## src/rtl/sample_out_buffer.sv

```systemverilog
// sample_out_buffer
//
// Output buffer behind the hybrid fixed-point filter. It runs on the full-rate
// clock and treats the filter's divided sample clock as data. On each rising
// edge of ds_clk it captures the filter result, if the filter reports it valid.
// The sample goes into a small circular FIFO. A consumer drains the FIFO
// through a first-word-fall-through valid/ready output register.
//
// Optional build macro:
//   SOB_TWOS_COMP_EN - invert the sample MSB on write, so out_data is two's
//                      complement instead of offset binary. Timing is unchanged.
//
// Parameters:
//   WIDTH - sample width (matches the filter's OUT_WIDTH)
//   DEPTH - FIFO entries, power of two, >= 2
//
// Ports:
//   clk       full-rate clock
//   rst       asynchronous reset, active-low
//   ds_clk    filter downsampled clock, sampled as data
//   in_data   filter output sample (offset binary)
//   in_valid  filter valid level
//   out_data  head-of-FIFO sample (registered)
//   out_valid out_data holds an unread sample
//   out_ready consumer accepts out_data this cycle
//   count     stored entries, including the one on out_data
//   overflow  sticky flag: a sample was dropped because the FIFO was full
//   clr_ovf   synchronous clear of overflow (a same-cycle drop wins)

module sample_out_buffer #(
  parameter int WIDTH = 14,
  parameter int DEPTH = 16
) (
  input  logic                     clk,
  input  logic                     rst,
  input  logic                     ds_clk,
  input  logic [WIDTH-1:0]         in_data,
  input  logic                     in_valid,
  output logic [WIDTH-1:0]         out_data,
  output logic                     out_valid,
  input  logic                     out_ready,
  output logic [$clog2(DEPTH):0]   count,
  output logic                     overflow,
  input  logic                     clr_ovf
);

  localparam int AW = $clog2(DEPTH);
  localparam int CW = AW + 1;
  localparam logic [CW-1:0] FULL_CNT = CW'(DEPTH);

  logic             ds_q;
  logic             stb;
  logic             push;
  logic             pop;
  logic             wr_en;
  logic             drop;
  logic             load;
  logic [CW-1:0]    ram_cnt;
  logic [AW-1:0]    wr_ptr;
  logic [AW-1:0]    rd_ptr;
  logic [WIDTH-1:0] wr_data;
  logic [WIDTH-1:0] ram [DEPTH];

  // Output-format conversion applied on the write path only.
  function automatic logic [WIDTH-1:0] fmt_sample(input logic [WIDTH-1:0] s);
`ifdef SOB_TWOS_COMP_EN
    return {~s[WIDTH-1], s[WIDTH-2:0]};
`else
    return s;
`endif
  endfunction

  always_comb begin
    stb     = ds_clk & ~ds_q;
    push    = stb & in_valid;
    pop     = out_valid & out_ready;
    // At full occupancy a write is only possible when the head leaves this cycle.
    wr_en   = push & ((count != FULL_CNT) | pop);
    drop    = push & ~wr_en;
    // Entries still in the RAM, excluding the one held in the output register.
    // A same-cycle write is not visible here, so a push into an empty FIFO
    // reaches out_data one cycle later through the normal load path.
    ram_cnt = count - CW'(out_valid);
    load    = (~out_valid | out_ready) & (ram_cnt != '0);
    wr_data = fmt_sample(in_data);
  end

  // Storage: the RAM is not reset; pointers and count define what is valid.
  always_ff @(posedge clk) begin
    if (wr_en) begin
      ram[wr_ptr] <= wr_data;
    end
  end

  // Control and output register
  always_ff @(posedge clk or negedge rst) begin
    if (!rst) begin
      ds_q      <= 1'b0;
      wr_ptr    <= '0;
      rd_ptr    <= '0;
      count     <= '0;
      overflow  <= 1'b0;
      out_valid <= 1'b0;
      out_data  <= '0;
    end else begin
      ds_q <= ds_clk;

      if (wr_en) begin
        wr_ptr <= wr_ptr + AW'(1);
      end

      if (load) begin
        rd_ptr    <= rd_ptr + AW'(1);
        out_data  <= ram[rd_ptr];
        out_valid <= 1'b1;
      end else if (pop) begin
        out_valid <= 1'b0;
      end

      case ({wr_en, pop})
        2'b10:   count <= count + CW'(1);
        2'b01:   count <= count - CW'(1);
        default: count <= count;
      endcase

      if (drop) begin
        overflow <= 1'b1;
      end else if (clr_ovf) begin
        overflow <= 1'b0;
      end
    end
  end

endmodule

```

## config.mk

```make
export PLATFORM = sky130hd
export DESIGN_NAME = sample_out_buffer
export DESIGN_NICKNAME = d
export VERILOG_FILES = /design/src/rtl/sample_out_buffer.sv
export SDC_FILE = /design/constraint.sdc
export NUM_CORES = 1
export LEC_CHECK = 0
export ABC_AREA = 1
export BUFFER_PORTS_ARGS = -buffer_cell sky130_fd_sc_hd__buf_2
export CAP_MARGIN = 25
export CORE_MARGIN = 8
export CORE_UTILIZATION = 45
export CTS_CLUSTER_SIZE = 20
export DETAILED_ROUTE_END_ITERATION = 10
export PLACE_DENSITY_LB_ADDON = 0.05
export SYNTH_ARGS = -nofsm -noshare
export SYNTH_HDL_FRONTEND = slang
export SYNTH_SLANG_ARGS = --single-unit
```

## constraint.sdc

```tcl
create_clock -name clk -period 1.9 [get_ports clk]
set_input_delay 0 -clock clk [delete_from_list [all_inputs] [get_ports clk]]
set_output_delay 0 -clock clk [all_outputs]
set_load 0.03 [all_outputs]
```

# Yosys cells after proc, flatten, opt, wreduce, memory -nomap -nowiden
# Memory sizes are Yosys's and may differ from the RTL's. A register that Yosys moved wholly into a read port is not among the register bits.
# Cells that the tools add are included.
[word_totals]
mem_count = 1
wordCells = 38
out_inout_bits = 21
ff_bits = 16
ram_bits = 224
[memory_table]
columns = ["memory", "depth", "word_bits", "rd", "rd_clocked_by_memory_dff", "write_ports", "line_no", "source"]
rows = [
  ["ram", 16, 14, 1, 1, 1, "62", "logic [WIDTH-1:0] ram [DEPTH];"],
]
[classes]
n_reduce_logical = 5
bitwise_logic = 11
add_sub_neg = 5
mux = 7
eq_ne = 3
[op_table]
columns = ["cell", "count"]
rows = [
  ["5-bit one-hot mux with 2 select lines", 1],
  ["4-bit by 1-bit adder with 4-bit output, second input constant", 2],
  ["1-bit bitwise AND", 6],
  ["1-bit 2-to-1 mux", 6],
  ["2-bit nonzero test", 3],
  ["5-bit by 1-bit adder with 5-bit output, second input constant", 1],
  ["5-bit != test, second input constant", 1],
  ["5-bit nonzero test", 1],
  ["5-bit by 1-bit subtractor with 5-bit output", 1],
  ["5-bit by 1-bit subtractor with 5-bit output, second input constant", 1],
  ["1-bit inverter", 3],
  ["2-bit by 1-bit equality test with 1-bit output, second input constant", 1],
  ["2-bit equality test, second input constant", 1],
  ["1-bit bitwise OR", 2],
  ["1-bit logical NOT", 1],
]

# Logic depth before layout (Yosys ltp)
[depth]
ltp_word = 7
ltp_mapped = 12

# Worst setup path before layout
# Ideal clock, no wire load.
[synth_timing]
kind = "reg2reg"
startpoint = "reg count[1]"
endpoint = "mem ram[0][0], enable pin"
n_path_buf = 0
setup_slack_ns = -0.265
t_arrival_ns = 1.781
path_stages_with_launch = 7
synth_period_minus_slack_ns = 2.165
t_required_ns = 1.516
cell_sequence = "dfrtp_1 -> nor3_1 -> nand3_1 -> nand2_1 -> inv_1 -> nand2_1 -> nor2_1"
[synth_between]
elab_chain_len = 5
[synth_lines]
columns = ["item", "line_no", "source"]
rows = [
  ["start, declared", "42", "output logic [$clog2(DEPTH):0] count,"],
  ["start signal, assigned", "121", "2'b10: count <= count + CW'(1);"],
  ["start signal, assigned", "122", "2'b01: count <= count - CW'(1);"],
  ["start signal, assigned", "123", "default: count <= count;"],
  ["5-bit != test", "78", "wr_en = push & ((count != FULL_CNT) | pop);"],
  ["1-bit bitwise OR", "78", ""],
  ["1-bit bitwise AND", "78", ""],
  ["1-bit 2-to-1 mux", "90", "if (wr_en) begin"],
  ["1-bit 2-to-1 mux (not written as such)", "91", "ram[wr_ptr] <= wr_data;"],
  ["end, declared", "62", ""],
]
# Every way passes these cells.

# Worst setup path after layout
[layout_timing]
startpoint = "reg count[4]"
endpoint = "mem ram[6][8], enable pin"
# The elaborated chain is that of the path after synthesis.

==> metrics.md <==
| Metric | Value |
|---|---|
| Worst hold path startpoint | in_valid |
| Die ar. | 30100 um2 |
| Number of global-route vias before repair | 7039 |
| Clock Pin Slew Worst Setup and Hold Paths | 0.06 ns |
| Core ar. | 24300 um2 |
| Antenna Diode Count | 0 |
| Port buffer count | 40 |
| Clk_skew | 0.0133 ns |
| Routed len/inst | 18.0 um |
| Hold Path End | wr_ptr[0]$_DFFE_PN0P_ |
| Clock network fraction of total power | 28.9% |
| Leak Pwr | 5.87 nW |
| Yosys cell types | 26 |
| Via density | 4.83 |
| Routed WL | approximately 28000 um |
| GP Congestion | between 0.7 and 0.8 |
| Launching point of the worst reg2reg path | count[4]$_DFFE_PN0P_ |
| Seq/Total Area, Yosys | 67.0% |
| Largest net degree at the start of global routing | 58 |
| Worst slack at placement | -0.0522 ns |
| Mapped Cells | 1094 |
| #FFs+latches synth | 254 |
| Post-Place Cells | 1464 |
| TritonCTS clock tree | yes |
| Max-slew violations | 0 |
| Required @ worst endpoint | 2.14 ns |
| Boundary Pins | 41 |
| DRC Markers | 0 |
| First-pass GRT wire length | about 42000 um |
| Worst Max-Slew Pin Slew | 0.738 ns |
| Largest cells by area after synthesis | edfxtp_1, nand2_1, nand3_1 |
| Clk Latency, worst-skew pair | ~0.54 ns |
| Starting Density | 45.9% |
| Net Sw Frac | 36.5% |
| CP arrival | 2.04 ns |
| Routed vias | roughly 7400 |
| Total gr overflow | 0 |
| Non-Filler Instances | 1531 |
| Synth Area per Inst | 10.2 um2 |
| Most frequent cell after synthesis | nand2_1 |
| Initial antenna violation count | 1 |
| Final non-filler cell area | 13300 um2 |
| Chip width | around 170 um |
| Max FO, Critical Path | 8 |
| Max Fclk | approximately 560 MHz |
| Number of fill cells in the layout | 2134 |
| Drt initial violations | 576 |
| Synth Warn # | 0 |
| RSZ-0062 raised after global routing | true |
| Hold Path Depth | 5 |
| Max cap viols | 0 |
| Worst Setup Start Kind | flip-flop |
| P_sw | around 7 mW |
| Crit-path slowest cell | dfrtp_1 |
| Share of cells above drive strength 1 | 13.4% |
| Reg2reg setup slack | 0.11 ns |
| Part of the power in combinational logic | 36.0% |
| Final ANT Viol Nets | 0 |
| CP peak stage delay | around 0.40 ns |
| Reg power frac | 35.1% |
| Row count | 57 |
| # setup viols final | 0 |
| H-tree Lvls | 1 |
| Min cycle time layout | 1.79 ns |
| Clk buf depth | 3 |
| Nets | about 1200 |
| Post-Syn Nets | about 1100 |
| Hold Vio Cnt, Final | 0 |
| Most common library cells after synthesis | nand2_1, edfxtp_1, inv_1, nand3_1, dfrtp_1 |
| Clk sink count | approximately 250 |
| Total power | 19.2 mW |
| Synth-to-Final Area Change | 18.9% |
| Int Pwr | 12.2 mW |
| Crit path kind | reg2reg |
| CP Capture Type | flip-flop |
| Cell accounting for the most synthesized area | edfxtp_1 |
| Worst reg2reg path endpoint | ram[6][8]$_DFFE_PP_ |
| Die height | 173 um |
| Maximum vdd drop | 760 uV |
| Most used cell, CP | nand2_1 |
| Crit-path cells | inv_1 -> nor3_1 -> nand3_1 -> nand2_1 -> inv_2 -> nand2_1 -> nor2_2 -> buf_4 |
| Post-CTS Setup Inserts | 0 |
| Ys async rst share | between 10% and 20% |
| Root buf cell | clkbuf_16 |
| Cell Area, Placed | 12100 um2 |
| Min-Delay Path Class | in2reg |
| GRT Overall Usage | 18.1% |
| Most used flip-flop cell after synthesis | edfxtp_1 |
| DR pass1 iterations | 5 |
| Slew HR | roughly half |
| Netlist Area Pre-Place | 11200 um2 |
| Top-area cell type share of the netlist area | 60.3% |
| Power Dens Cells | 1450 nW/um2 |
| Worst Setup Slack, final | 0.106 ns |
| Final period util | 94.4% |
| Post-synth EDFFs | ~220 |
| Worst reg2reg path depth | 8 |
| Post-DP HPWL | 18300 um |
| Number of CTS-inserted buffers | 28 |
| Status | complete, no violations |
[final cells by class]
type / instances / area (um2) / area share [%]
clock buffer: 35 / 757 / 5.71
clock inverter: 13 / 195 / 1.47
inverter: 190 / 718 / 5.41
multi-input combinational: 603 / 2730 / 20.6
sequential: 254 / 7480 / 56.4
tap: 324 / 405 / 3.06
timing repair buffer: 112 / 976 / 7.36
[state kept, by name, summed over array words and instances, names as in the netlist]
signal / cells
ds_q: 1
ram: 224
wr_ptr: 4
overflow: 1
out_valid: 1
count: 5
out_data: 14
rd_ptr: 4
[power by group through the flow]
stage	registers [mW]	logic (mW)	clock network, mW
after floorplan	7.26	4.24	0
after global placement	6.85	6.91	0
after detailed placement	6.86	6.90	0
after CTS	6.75	6.97	5.66
after global routing	6.80	7.66	5.87
final	6.74	6.90	5.56
[layer usage]
layer | global-route usage [%] | vias up | share of wire, %
met5 | 0 | - | 0.047
met4 | 5.14 | 2 | 2.6
met3 | 2.72 | 46 | 5.9
met2 | 29.3 | 224 | 47
met1 | 25.0 | 3415 | 45
li1 | - | 3701 | -
[cell families after synthesis]
family                   after synthesis  synth area share [%]
flip-flops                           254                  67.0
buffers and inverters                237                  9.09
AO/OA/AOI/OAI                         11                 0.606
adder cells (fa/ha/maj)               10                  1.19
AND/OR/NAND/NOR                      575                  21.5
XOR/XNOR                               7                 0.550
[through the flow]
step / TNS (ns) / hold WS [ns] / util (%)
floorplan: -17.59 / -0.296 / -
global placement: -0.655 / 0.0947 / 49.8
detailed placement: -0.893 / 0.100 / 49.8
CTS: 0 / 0.0474 / 54.5
global route: -0.220 / 0.133 / 54.5
finish: 0 / 0.0548 / 54.5
[timing repair]
action                                  CTS  global route
endpoints found under the hold margin   257             0
hold buffers                             19             0
endpoints found under the setup margin   26            29
resized for setup                         2             3
[worst max-delay path by stage]
stage                     slack, ns  depth (start not counted)                  from              endpoint
final                          0.11                          8  count[4]$_DFFE_PN0P_   ram[6][8]$_DFFE_PP_
after global routing          -0.02                          8        ds_q$_DFF_PN0_   ram[6][8]$_DFFE_PP_
after CTS                      0.08                          8  count[4]$_DFFE_PN0P_  ram[10][7]$_DFFE_PP_
after detailed placement      -0.05                          8  count[4]$_DFFE_PN0P_  ram[4][13]$_DFFE_PP_
after global placement        -0.05                          8        ds_q$_DFF_PN0_   ram[4][3]$_DFFE_PP_
after floorplan               -0.09                          6  count[1]$_DFFE_PN0P_   ram[0][0]$_DFFE_PP_
[critical path: cells and delay by family (launching register included)]
family | cells | cell delay (ns)
and+or+nand+nor | 5 | 0.63
buffers and inverters | 3 | 0.47
DFF | 1 | 0.40
[cells in the final DEF, fill, tap and decap left out, drive strengths merged]
master / synthesis / layout
a21oi: 3 / 3
buf: 37 / 93
bufinv: 0 / 5
clkbuf: 10 / 35
clkinv: 1 / 9
dfrtp: 30 / 30
dlygate4sd3: 0 / 19
edfxtp: 224 / 224
fa: 1 / 1
ha: 9 / 9
inv: 189 / 189
nand2: 372 / 372
nand3: 181 / 181
nand4: 1 / 1
nor2: 19 / 19
nor3: 1 / 1
o21ai: 7 / 7
o22ai: 1 / 1
or2: 1 / 1
xnor2: 1 / 1
xor2: 6 / 6
Note: power is estimated with default switching activity, not from simulation.
